## src/rtl/unidade_controle.sv

```systemverilog
// Command sequencer for the X/Y/Z register datapath.
// Drives register function codes and ALU select over one or more cycles.
module unidade_controle #(
  parameter int AMT_W = 2
) (
  input  logic             clock,
  input  logic             reset,
  input  logic             start,
  input  logic [2:0]       op,
  input  logic [AMT_W-1:0] amt,
  output logic [2:0]       tx,
  output logic [2:0]       ty,
  output logic [2:0]       tz,
  output logic             alu_sel,
  output logic             busy,
  output logic             done
);

  localparam logic [2:0] F_HOLD   = 3'b000;
  localparam logic [2:0] F_LOAD   = 3'b001;
  localparam logic [2:0] F_SHIFTR = 3'b010;
  localparam logic [2:0] F_SHIFTL = 3'b011;
  localparam logic [2:0] F_RESET  = 3'b100;

  localparam logic [2:0] OP_CLEAR = 3'b000;
  localparam logic [2:0] OP_LOADX = 3'b001;
  localparam logic [2:0] OP_ADD   = 3'b010;
  localparam logic [2:0] OP_SUB   = 3'b011;
  localparam logic [2:0] OP_SHR   = 3'b100;
  localparam logic [2:0] OP_SHL   = 3'b101;
  localparam logic [2:0] OP_COPY  = 3'b110;
  localparam logic [2:0] OP_NOP   = 3'b111;

  typedef enum logic [2:0] {
    S_IDLE,
    S_STEP1,
    S_STEP2,
    S_SHIFT,
    S_DONE
  } state_t;

  state_t           state_q, state_d;
  logic [2:0]       op_q, op_d;
  logic [AMT_W-1:0] cnt_q, cnt_d;
  logic             alu_sel_q, alu_sel_d;

  // State and command registers; reset aborts any command in flight
  always_ff @(posedge clock) begin
    if (reset) begin
      state_q   <= S_IDLE;
      op_q      <= 3'b000;
      cnt_q     <= '0;
      alu_sel_q <= 1'b0;
    end else begin
      state_q   <= state_d;
      op_q      <= op_d;
      cnt_q     <= cnt_d;
      alu_sel_q <= alu_sel_d;
    end
  end

  // Next-state logic; command fields captured only on an accepted start
  always_comb begin
    state_d   = state_q;
    op_d      = op_q;
    cnt_d     = cnt_q;
    alu_sel_d = alu_sel_q;
    unique case (state_q)
      S_IDLE: begin
        if (start) begin
          op_d      = op;
          cnt_d     = amt;
          alu_sel_d = (op == OP_SUB);
          case (op)
            OP_SHR, OP_SHL:
              state_d = (amt != '0) ? S_SHIFT : S_DONE;
            OP_NOP:
              state_d = S_DONE;
            default:
              state_d = S_STEP1;
          endcase
        end
      end
      S_STEP1: begin
        if (op_q == OP_ADD || op_q == OP_SUB)
          state_d = S_STEP2;
        else
          state_d = S_DONE;
      end
      S_STEP2: state_d = S_DONE;
      S_SHIFT: begin
        cnt_d = cnt_q - 1'b1;
        if (cnt_q <= AMT_W'(1))
          state_d = S_DONE;
      end
      S_DONE:  state_d = S_IDLE;
      default: state_d = S_IDLE;
    endcase
  end

  // Moore outputs decoded from state and latched command only
  always_comb begin
    tx   = F_HOLD;
    ty   = F_HOLD;
    tz   = F_HOLD;
    busy = (state_q != S_IDLE);
    done = 1'b0;
    unique case (state_q)
      S_STEP1: begin
        case (op_q)
          OP_CLEAR: begin
            tx = F_RESET;
            ty = F_RESET;
            tz = F_RESET;
          end
          OP_LOADX:        tx = F_LOAD;
          OP_COPY:         tz = F_LOAD;
          OP_ADD, OP_SUB:  ty = F_LOAD;
          default: ;
        endcase
      end
      S_STEP2: tz = F_LOAD;
      S_SHIFT: tz = (op_q == OP_SHL) ? F_SHIFTL : F_SHIFTR;
      S_DONE:  done = 1'b1;
      default: ;
    endcase
  end

  assign alu_sel = alu_sel_q;

endmodule

```

## config.mk

```make
export PLATFORM = sky130hd
export DESIGN_NAME = unidade_controle
export DESIGN_NICKNAME = d
export VERILOG_FILES = /design/src/rtl/unidade_controle.sv
export SDC_FILE = /design/constraint.sdc
export NUM_CORES = 1
export LEC_CHECK = 0
export BUFFER_PORTS_ARGS = -buffer_cell sky130_fd_sc_hd__clkbuf_2
export CORE_AREA = 2 2 39 41
export DETAILED_ROUTE_END_ITERATION = 7
export DIE_AREA = 0 0 41 43
export HOLD_SLACK_MARGIN = 0.02
export PLACE_DENSITY = 0.71
export RECOVER_POWER = 50
export SYNTH_ARGS = -nofsm -noshare
export SYNTH_HDL_FRONTEND = slang
export SYNTH_SLANG_ARGS = --single-unit
```

## constraint.sdc

```tcl
create_clock -name clock -period 1.8 [get_ports clock]
set_clock_uncertainty 0.2 [all_clocks]
set_input_delay 0.36 -clock clock [delete_from_list [all_inputs] [get_ports clock]]
set_output_delay 0.36 -clock clock [all_outputs]
set_load 0.005 [all_outputs]
```

==> metrics.md <==
| Metric | Value |
|---|---|
| Status | finished with violations |
| Violated checks | setup timing |
| Leading area contributor after synthesis | dfxtp_1 |
| Peak VDD IR | around 0.00049 V |
| Post-route DRC | 0 |
| Final ANT Viol Nets | 0 |
| Yosys warning total | 0 |
| Routed length per placed instance | between 10 and 15 µm |
| Core Rows | 14 |
| FFs w/ async S/R, synth | 0 |
| RSZ-0062 raised after global routing | true |
| LEAKAGE | about 0.35 nW |
| Final setup vio count | 7 |
| First-pass GRT wire length | approximately 2100 µm |
| Initial Util | 0.421 |
| Initial antenna violation count | 0 |
| Via count | ~550 |
| Placed cells | a little over 100 |
| HPWL Detailed | approximately 1000 µm |
| Worst R2R Path Depth | 5 |
| Total Nets Final | 100 |
| Non-Filler Instances | about 110 |
| Drt total wl | 1290 µm |
| Global route overflow | 0 |
| Setup bufs post-CTS | 0 |
| Hold Violations, Final | 0 |
| Seq/Total Area, Yosys | 0.309 |
| Number of global-route vias before repair | 518 |
| Number of synthesized flops with an enable pin | 0 |
| Netlist cell types | 33 |
| Critical path startpoint category | register |
| Via density | between 5 and 6 |
| CTS tree | yes |
| Met3 Use GR | 0.0157 |
| Die ar. | around 1800 µm² |
| Fin crit share | 1.11 |
| Clk_lat worst skew | between 200 and 300 ps |
| Critical Path Max Stage Delay | ~590 ps |
| Root Driver | clkbuf_4 |
| Yosys top cell area share | 0.309 |
| Critical path class | reg -> out |
| Reg2reg start | state_q[2] |
| CP arrival | roughly 1400 ps |
| R2R setup slack | 50 ps |
| Core footprint | 1380 µm² |
| Clock buffer count from CTS | 3 |
| Initial drt markers | 7 |
| Crit end category | output port |
| Layout cells sized above 1 | 0.389 |
| 1st-pass router iterations | 4 |
| Peak fanout along the critical path | 6 |
| Slowest cell on crit path | or4b_4 |
| H-Tree Depth | 1 |
| Clock Sink Count | 9 |
| Reg-to-Reg End | op_q[2] |
| Busiest grt layer | met2 |
| GR Util met2 | 0.288 |
| Mapped cell area | slightly below 600 µm² |
| Worst-path cell chain | or4b_4 > nor3b_2 > buf_2 |
| Post-route design area | 748 µm² |
| Placer congestion estimate | approximately 0.78 |
| Synth Flop Type | dfxtp_1 |
| Die Width | about 41 µm |
| WP data required | roughly 1200 ps |
| Antenna Cells | 0 |
| TNS Setup | -930 ps |
| Gr usage total | 0.176 |
| Area grow syn2layout | 28.3% |
| I/O pin total | 20 |
| Final worst setup slack | -199 ps |
| Pwr Density | roughly 670 nW/µm² |
| Synth Instances | 68 |
| Port Buffer Count | 17 |
| Worst-path clk slew | ~60 ps |
| Post-DP Area | roughly 700 µm² |
| Final min period | 2000 ps |
| Hold buffers post-CTS | 0 |
| Clock buffer depth | 2 |
| Peak Freq | approximately 500 MHz |
| Layout Utilization | 0.541 |
| Die Y | approximately 43 µm |
| Most frequent cells after synthesis | 9 x dfxtp_1, 7 x nor2_1, 5 x inv_1 |
| Hold Path Cell Cnt | 3 |
| Worst Hold Path EP | op_q[0] |
| Syn Area/Cell | approximately 8.6 µm² |
| Pin count of the biggest net entering global routing | 11 |
| #FFs+latches synth | 9 |
| Met1 global-route usage | 0.212 |
| Max-slew violations | 0 |
| Top cells by area, synth | dfxtp_1 31%, mux2i_1 6.9%, nor2_1 4.5%, nor4b_4 4.1%, or4b_1 3.4% |
| Hold wc startpoint | op[0] |
| Most numerous cell in the Yosys netlist | dfxtp_1 |
| Hold crit path type | in -> reg |
| Number of max-cap violations | 0 |
[state kept, by name (all words and copies together), names as in the netlist]
name and flops:
alu_sel 1, cnt_q 2, op_q 3, state_q 3
[through the flow]
step	hold slack [ps]	setup slack, ps	total power, mW
after floorplan	263	8.26	0.306
after global routing	178	-252	0.532
final	174	-199	0.500
after CTS	173	-207	0.509
after detailed placement	267	-30.9	0.350
after global placement	261	-7.99	0.346
[worst max path at each step]
stage	from	to	slack, ps	depth (start not counted)
2_1_floorplan	state_q[2]	tx[0]	8	3
4_1_cts	state_q[1]	tx[2]	-210	3
3_5_place_dp	op_q[2]	tx[0]	-30	3
3_3_place_gp	op_q[2]	tx[0]	-8	3
6_report	op_q[2]	tx[0]	-200	3
5_1_grt	op_q[2]	tx[0]	-250	3
[critical path: cells and delay by family (launching register included)]
family	cells	cell delay, ps
AND/OR/NAND/NOR	2	750
buffers and inverters	1	120
flip-flops	1	310
[cells in the final DEF (no fill, tap or decap), types with 3 or more instances in the layout]
cell      count
clkbuf_2     11
buf_6         3
inv_1         5
nand2b_1      3
buf_2         6
nor2_1        7
nor3_2        3
clkbuf_4      3
a21oi_1       3
mux2i_1       4
dfxtp_1       8
[routing by layer]
layer  vias to the layer above  part of all wire
met5                         -                 0
met4                         0             0.011
met3                         2             0.051
met2                        20              0.48
met1                       244              0.46
li1                        285                 -
[cell type report]
cell class | count | area (µm²)
Clock buffer | 4 | 26.3
Fill cell | 152 | 636
Inverter | 5 | 18.8
Multi-Input combinational cell | 49 | 364
Sequential cell | 9 | 181
Tap cell | 16 | 20.0
Timing Repair Buffer | 23 | 138
[report_power, final]
part | switching [mW] | internal [mW]
combinational | 0.0618 | 0.0627
sequential | 0.0118 | 0.213
clock | 0.0657 | 0.0851
total | 0.139 | 0.361
[what timing repair did]
| item | in CTS | in global routing |
|---|---|---|
| endpoints found under the setup margin | 7 | 7 |
| pin swaps | 5 | 5 |
| gates resized for setup | 6 | 10 |
| gates cloned | 0 | 0 |
[kinds of logic after synthesis]
group | after synthesis | synth area share
simple gates | 30 | 0.348
compound gates | 12 | 0.148
flops | 9 | 0.309
other cells | 1 | 0.00643
mux | 4 | 0.0687
fa+ha+maj | 1 | 0.0215
buf+inv | 11 | 0.0987
(Power assumes the default switching activity.)
